## config.mk

```make
export PLATFORM = sky130hd
export DESIGN_NAME = imem_arbiter
export DESIGN_NICKNAME = d
export VERILOG_FILES = /design/src/rtl/imem_arbiter_pkg.sv /design/src/rtl/arb_rr2.sv /design/src/rtl/imem_arbiter.sv
export SDC_FILE = /design/constraint.sdc
export NUM_CORES = 1
export LEC_CHECK = 0
export CAP_MARGIN = 20
export CORE_AREA = 8 8 97 99
export CTS_BUF_LIST = sky130_fd_sc_hd__clkbuf_16
export DETAILED_ROUTE_END_ITERATION = 8
export DIE_AREA = 0 0 105 107
export GPL_ROUTABILITY_DRIVEN = 0
export PLACE_DENSITY_LB_ADDON = 0.3
export SETUP_SLACK_MARGIN = 0.05
export SLEW_MARGIN = 10
export SYNTH_ARGS = -nofsm -noshare
export SYNTH_HDL_FRONTEND = slang
export SYNTH_SLANG_ARGS = --single-unit
```

## constraint.sdc

```tcl
create_clock -name clk -period 2.3 [get_ports clk]
set_clock_uncertainty 0.2 [all_clocks]
set_input_delay 0.23 -clock clk [delete_from_list [all_inputs] [get_ports clk]]
set_output_delay 0.23 -clock clk [all_outputs]
set_load 0.005 [all_outputs]
```

## src/rtl/imem_arbiter_pkg.sv

```systemverilog
// imem_arb_pkg: shared types and master ids for the instruction-memory arbiter
package imem_arb_pkg;
  typedef enum logic {ARB_RR, ARB_LOCK} arb_state_e;
  localparam logic MID_M0 = 1'b0;
  localparam logic MID_M1 = 1'b1;
  typedef struct packed {
    logic valid;
    logic id;
  } rd_tag_t;
endpackage

```

## src/rtl/arb_rr2.sv

```systemverilog
// arb_rr2: two-way round-robin pick, the master that did not win last time takes a tie
import imem_arb_pkg::*;
module arb_rr2 (
  input  logic [1:0] req,
  input  logic       last_gnt,
  output logic [1:0] gnt
);
  // a lone requester always wins; on a tie the master other than last_gnt wins
  always_comb begin
    gnt[0] = req[0] & (!req[1] | (last_gnt == MID_M1));
    gnt[1] = req[1] & (!req[0] | (last_gnt == MID_M0));
  end
endmodule

```

## src/rtl/imem_arbiter.sv

```systemverilog
// imem_arbiter: shares the instruction memory between core fetch (M0) and a lockable loader (M1)
import imem_arb_pkg::*;
module imem_arbiter #(
  parameter int ADDR_W   = 32,
  parameter int DATA_W   = 32,
  parameter int LOCK_MAX = 16
) (
  input  logic              clk,
  input  logic              rst_n,
  input  logic              m0_req,
  input  logic [ADDR_W-1:0] m0_addr,
  output logic              m0_gnt,
  output logic              m0_rvalid,
  output logic [DATA_W-1:0] m0_rdata,
  input  logic              m1_req,
  input  logic              m1_we,
  input  logic [ADDR_W-1:0] m1_addr,
  input  logic [DATA_W-1:0] m1_wdata,
  input  logic              m1_lock,
  output logic              m1_gnt,
  output logic              m1_rvalid,
  output logic [DATA_W-1:0] m1_rdata,
  output logic              mem_en,
  output logic              mem_we,
  output logic [ADDR_W-1:0] mem_addr,
  output logic [DATA_W-1:0] mem_wdata,
  input  logic [DATA_W-1:0] mem_rdata
);
  localparam int CNT_W = $clog2(LOCK_MAX) + 1;
  localparam logic [CNT_W-1:0] CNT_LAST = CNT_W'(LOCK_MAX - 1);
  arb_state_e       state, state_d;
  logic [CNT_W-1:0] lock_cnt, cnt_d;
  logic             last_gnt, last_d;
  logic [1:0]       pick;
  rd_tag_t          rd_tag;
  arb_rr2 u_rr (
    .req      ({m1_req, m0_req}),
    .last_gnt (last_gnt),
    .gnt      (pick)
  );
  // grants and memory mux; grants are forced low while reset is asserted
  always_comb begin
    m0_gnt    = rst_n && (state == ARB_RR) && pick[0];
    m1_gnt    = rst_n && ((state == ARB_LOCK) ? m1_req : pick[1]);
    mem_en    = m0_gnt | m1_gnt;
    mem_we    = m1_gnt & m1_we;
    mem_addr  = m0_gnt ? m0_addr : (m1_gnt ? m1_addr : '0);
    mem_wdata = m1_gnt ? m1_wdata : '0;
    m0_rvalid = rd_tag.valid && (rd_tag.id == MID_M0);
    m1_rvalid = rd_tag.valid && (rd_tag.id == MID_M1);
    m0_rdata  = mem_rdata;
    m1_rdata  = mem_rdata;
  end
  // lock FSM: enter on a locked M1 issue, leave on release or when the lock budget is spent
  always_comb begin
    state_d = state;
    cnt_d   = lock_cnt;
    last_d  = m0_gnt ? MID_M0 : (m1_gnt ? MID_M1 : last_gnt);
    if (state == ARB_RR) begin
      if (m1_gnt && m1_lock) begin
        state_d = ARB_LOCK;
        cnt_d   = '0;
      end
    end else if (!m1_lock || (lock_cnt == CNT_LAST)) begin
      state_d = ARB_RR;
      cnt_d   = '0;
      if (lock_cnt == CNT_LAST) last_d = MID_M1;
    end else begin
      cnt_d = lock_cnt + CNT_W'(1);
    end
  end
  // arbitration state, lock counter and read-return tag registers
  always_ff @(posedge clk or negedge rst_n) begin
    if (!rst_n) begin
      state    <= ARB_RR;
      lock_cnt <= '0;
      last_gnt <= MID_M1;
      rd_tag   <= '0;
    end else begin
      state    <= state_d;
      lock_cnt <= cnt_d;
      last_gnt <= last_d;
      rd_tag   <= '{valid: mem_en & ~mem_we, id: m1_gnt};
    end
  end
endmodule

```

* After elaboration in Yosys (flattened, before gate mapping)
Index checks and enable logic that the tools add are counted.
** Word-level totals
- Logic and storage cells :: 44
- Input port bits :: 134
- Bits in registers :: 9
- Output and inout bits :: 134
** Cells by class
- Reduce and logical (&&, ||, !) cells :: 11
- Equality and inequality tests :: 1
- Multiplexer cells :: 15
- $add $sub $neg :: 1
- Bitwise logic cells :: 11
** Operators with widths (count)
- $mux 32 :: 3
- $mux 5 :: 3
- $mux 1 :: 9
- $logic_and 1x1->1 :: 6
- $add 5x1->5 const B :: 1
- $eq 5x4->1 const B :: 1
- $and 1x1->1 :: 4
- $not 1->1 :: 4
- $logic_not 1->1 :: 3
- $or 1x1->1 :: 3
- $reduce_bool 2->1 :: 1
- $logic_or 1x1->1 :: 1

* Logic depth before layout (Yosys ltp)
- Depth in word-level cells :: 10
- Depth in mapped cells :: 6
- Mapped depth without buffers :: 6

* Hierarchy
A second synthesis with hierarchy kept.
** Unflattened totals
- Cells, all modules :: 222
- Area, all modules :: 1838.0 µm²
** Modules (own cells, without submodules)
- imem_arbiter :: seq. area each 226.5 µm², cells each 219, area each 1819.2 µm², instances 1
- arb_rr2 :: seq. area each 0.0 µm², cells each 3, area each 18.8 µm², instances 1

* Worst setup path before layout
No wires, ideal clock.
- Path type :: reg2reg
- Start :: reg lock_cnt[0]
- End :: reg lock_cnt[2]
- Library setup time :: 0.065 ns
- Clock period less this slack :: 1.735 ns
- Data arrival time :: 1.470 ns
- Stages on the path, launching flop included :: 7
- Slack :: 0.565 ns
- Buffers on the path :: 0
- Cells stage by stage :: dfrtp_1 ha_1 and3_1 ha_1 nand3b_1 nor3b_1 a211o_1
** Between the ends
- Word-level cells in the longest chain between the ends :: 4
- Elaborated cells between the ends (all ways) :: 5
** Ends and longest elaborated chain
- start: declaration :: RTL line imem_arbiter.sv:32 : logic [CNT_W-1:0] lock_cnt, cnt_d;
- start signal: assignment :: RTL line imem_arbiter.sv:81 : lock_cnt <= cnt_d;
- parallel branches: the longest is 2 deep, another holds $add 5x1->5
- $mux 5 (*) :: RTL line imem_arbiter.sv:64 : end else if (!m1_lock || (lock_cnt == CNT_LAST)) begin
- $mux 5 (*) :: RTL line imem_arbiter.sv:59 : if (state == ARB_RR) begin
Every way passes the cells marked *.
A chain may end at the register's enable or synchronous reset.

* Final worst setup path
- Start :: reg last_gnt
- End :: out mem_wdata[9]
** Between the ends
- Word-level cells in the longest chain between the ends :: 6
** Ends and longest elaborated chain
- start: declaration :: RTL line imem_arbiter.sv:33 : logic last_gnt, last_d;
- start signal: assignment :: RTL line imem_arbiter.sv:82 : last_gnt <= last_d;
- $not 1->1 :: RTL line arb_rr2.sv:11 : gnt[1] = req[1] & (!req[0] | (last_gnt == MID_M0));
- $or 1x1->1 :: RTL line arb_rr2.sv:11
- $and 1x1->1 :: RTL line arb_rr2.sv:11
- $mux 1 :: RTL line imem_arbiter.sv:44 : m1_gnt = rst_n && ((state == ARB_LOCK) ? m1_req : pick[1]);
- $logic_and 1x1->1 :: RTL line imem_arbiter.sv:44
- $mux 32 :: RTL line imem_arbiter.sv:48 : mem_wdata = m1_gnt ? m1_wdata : '0;
- end: declaration :: RTL line imem_arbiter.sv:26 : output logic [DATA_W-1:0] mem_wdata,
Every way passes these cells.

==> reports/results.ini <==
[clocking]
cts_root_buffer=clkbuf_16
clock_path_buffers=2
numCtsBuffers=3
path_clk_slew_ns=0.04
insertion_delay_ns=0.23
cts_sinks=9
cts_tree=yes
h-tree-depth=1

[critical_path]
worstReg2RegStart=lock_cnt[0]
critical-path-slowest-cell=dfstp_2
crit_type=reg2out
path_delay_family=buffers and inverters
critical_path_buf_inv_count=6
max_stage_delay_ns=0.53
crit_path_frequent_cell=buf_6
end_kind=output pin
cp_cell_sequence=buf_6, a21oi_4, buf_4, buf_6, buf_12, buf_16, and2_1, clkdlybuf4s15_1
crit_start=last_gnt
path_max_fanout=19
cp.required_ns=1.87
arrival_ns=1.79
start_kind=flip-flop

[detailed_routing]
drt_iter0_markers=52
wirelength_mm=7.25
drtAntennaViolNets=0
wl_per_cell_um=17.5
via_per_inst=4.11
vias=1701
first_pass_iters=4
drc=0

[global_routing]
grt_pass1_wl_mm=10.1
grt_max_degree=26
antenna_found_initial=0
track_usage_pct=11.1
grt_pass1_vias=1706
grt-ovfl-total=0

[final_layout]
multi_input_area_um2=738
regArea_um2=228
antenna_cells=0
syn_to_final_growth_pct=107
num-nets-final=446
fillCellCount=795
layout.cells.non_filler=414
final_common_cell=clkdlybuf4s50_1
layout-drive-gt1-share_pct=17.2
post-route-util_pct=39.7
mostFrequentLayoutCells=clkdlybuf4s50_1, and2_1, a22o_1

[floorplanning]
fp.dieW_um=105
core_area_um2=7930
initial_utilization_pct=19.1
die_area_um2=11200
io-pin-count=268
die_h_um=107
fp-row-count=33

[yosys]
syn_area_um2=1520
synth_edf_count=0
synth_ff_type=dfrtp_1
syn_nets=318
synthCells=182
synth_area_leaders=buf_4, a22o_1, and2_1
async_flop_share_pct=100
ys_seq_elements=9
yosysTopAreaCell=buf_4
synth_cell_types=29
synth_top_area_share_pct=33.2
ys_seq_area_share_pct=14.9
syn_area_per_cell_um2=8.33
yosysWarningCount=0

[run]
maxCapViolations=0

[power_and_ir_drop]
power_density_nw_per_um2=349
total_power_mw=1.10
leakagePower_nw=1.62
p_sw_mw=0.282
comb_power_share_pct=54.6
switching_share_pct=25.7
peakVddDrop_uv=486
power.internal_mw=0.816
clockPowerShare_pct=27.2
p_seq_share_pct=18.2

[sta]
setup_violations=0
period_share_pct=96.6
hold_viol=0
tightest_slew_ns=0.476
fin_crit_ns=2.22
fmax_ghz=0.450
timing.hold.ws_ns=0.260
grt_setup_unrepaired=yes
relSlewSlack_pct=67.9
slew_violations=0

[placed_design]
dp.cells=391
portBuffers=171
dp_hpwl_mm=5.71

[hold_path]
hold_class=in2out
hp-start=mem_rdata[11]

[status]
outcome=complete, no violations

## cell usage after synthesis (2+ instances only)
library cell / count
ha_1: 2
buf_4: 67
and2_1: 34
nor3b_1: 2
o21ai_0: 3
a22o_1: 33
a211o_1: 2
and3_1: 4
nand2_1: 2
dfrtp_1: 8
buf_6: 4
buf_2: 4
## power groups by stage
stage / Combinational, mW / Sequential [mW] / Clock [mW]
6_report: 0.600 / 0.199 / 0.299
5_1_grt: 0.648 / 0.203 / 0.320
4_1_cts: 0.572 / 0.198 / 0.308
3_5_place_dp: 0.573 / 0.199 / 0
3_3_place_gp: 0.571 / 0.199 / 0
2_1_floorplan: 0.264 / 0.199 / 0
## routing by layer
layer	vias to the layer above	routed length [um]	track usage (%)
met3	13	657	5.16
li1	824	-	-
met5	-	0	0
met2	98	3610	18.4
met1	766	2900	12.8
met4	0	85	2.34
## area by class of cell
| class | instances | share of cell area, % |
|---|---|---|
| timing repair buffer | 198 | 62.5 |
| inverter | 1 | 0.119 |
| clock inverter | 1 | 0.119 |
| tap | 105 | 4.18 |
| sequential | 9 | 7.24 |
| multi-input combinational | 97 | 23.5 |
| clock buffer | 3 | 2.39 |
## repair_timing
item | 4_1_cts | 5_1_grt
pin swaps | 0 | 1
buffers inserted | 5 | 9
hold buffers | 0 | 2
gates resized for setup | 65 | 64
setup endpoints to repair | 67 | 16
endpoints found under the hold margin | 0 | 8
cloned | 2 | 1
## flip-flops by register name, indices dropped and copies added (netlist names)
name	cells
last_gnt	1
state	1
lock_cnt	5
rd_tag	2
## path summary, 6_finish.rpt
kind	slack, ns	end	cells past startpoint
worst max-delay path	0.08	mem_wdata[9]	8
worst min register to register	0.29	lock_cnt[4]	1
worst max register to register	0.34	lock_cnt[2]	6
min in group asynchronous	0.48	last_gnt	3
max in group asynchronous	0.62	state	4
worst min-delay path	0.26	m1_rdata[11]	0
## metrics by stage
step | setup WS [ns] | area [um^2] | TNS, ns
CTS | -0.0861 | 3030 | -0.756
finish | 0.0772 | 3140 | 0
floorplan | 0.565 | 1520 | 0
detailed placement | -0.243 | 2900 | -8.59
global placement | -0.217 | 2900 | -8.23
global route | 0.00969 | 3140 | 0
## logic make-up (layout without fill, tap and decap cells)
| family | after synthesis | count (layout) | synth area share (%) |
|---|---|---|---|
| flip-flops | 9 | 9 | 14.9 |
| AND/OR/NAND/NOR | 50 | 50 | 20.7 |
| adder cells (fa/ha/maj) | 2 | 2 | 1.65 |
| AO/OA/AOI/OAI | 44 | 44 | 24.3 |
| buffers and inverters | 76 | 203 | 37.7 |
| multiplexers | 1 | 1 | 0.743 |
No activity file was read; power rests on OpenSTA's default activity.
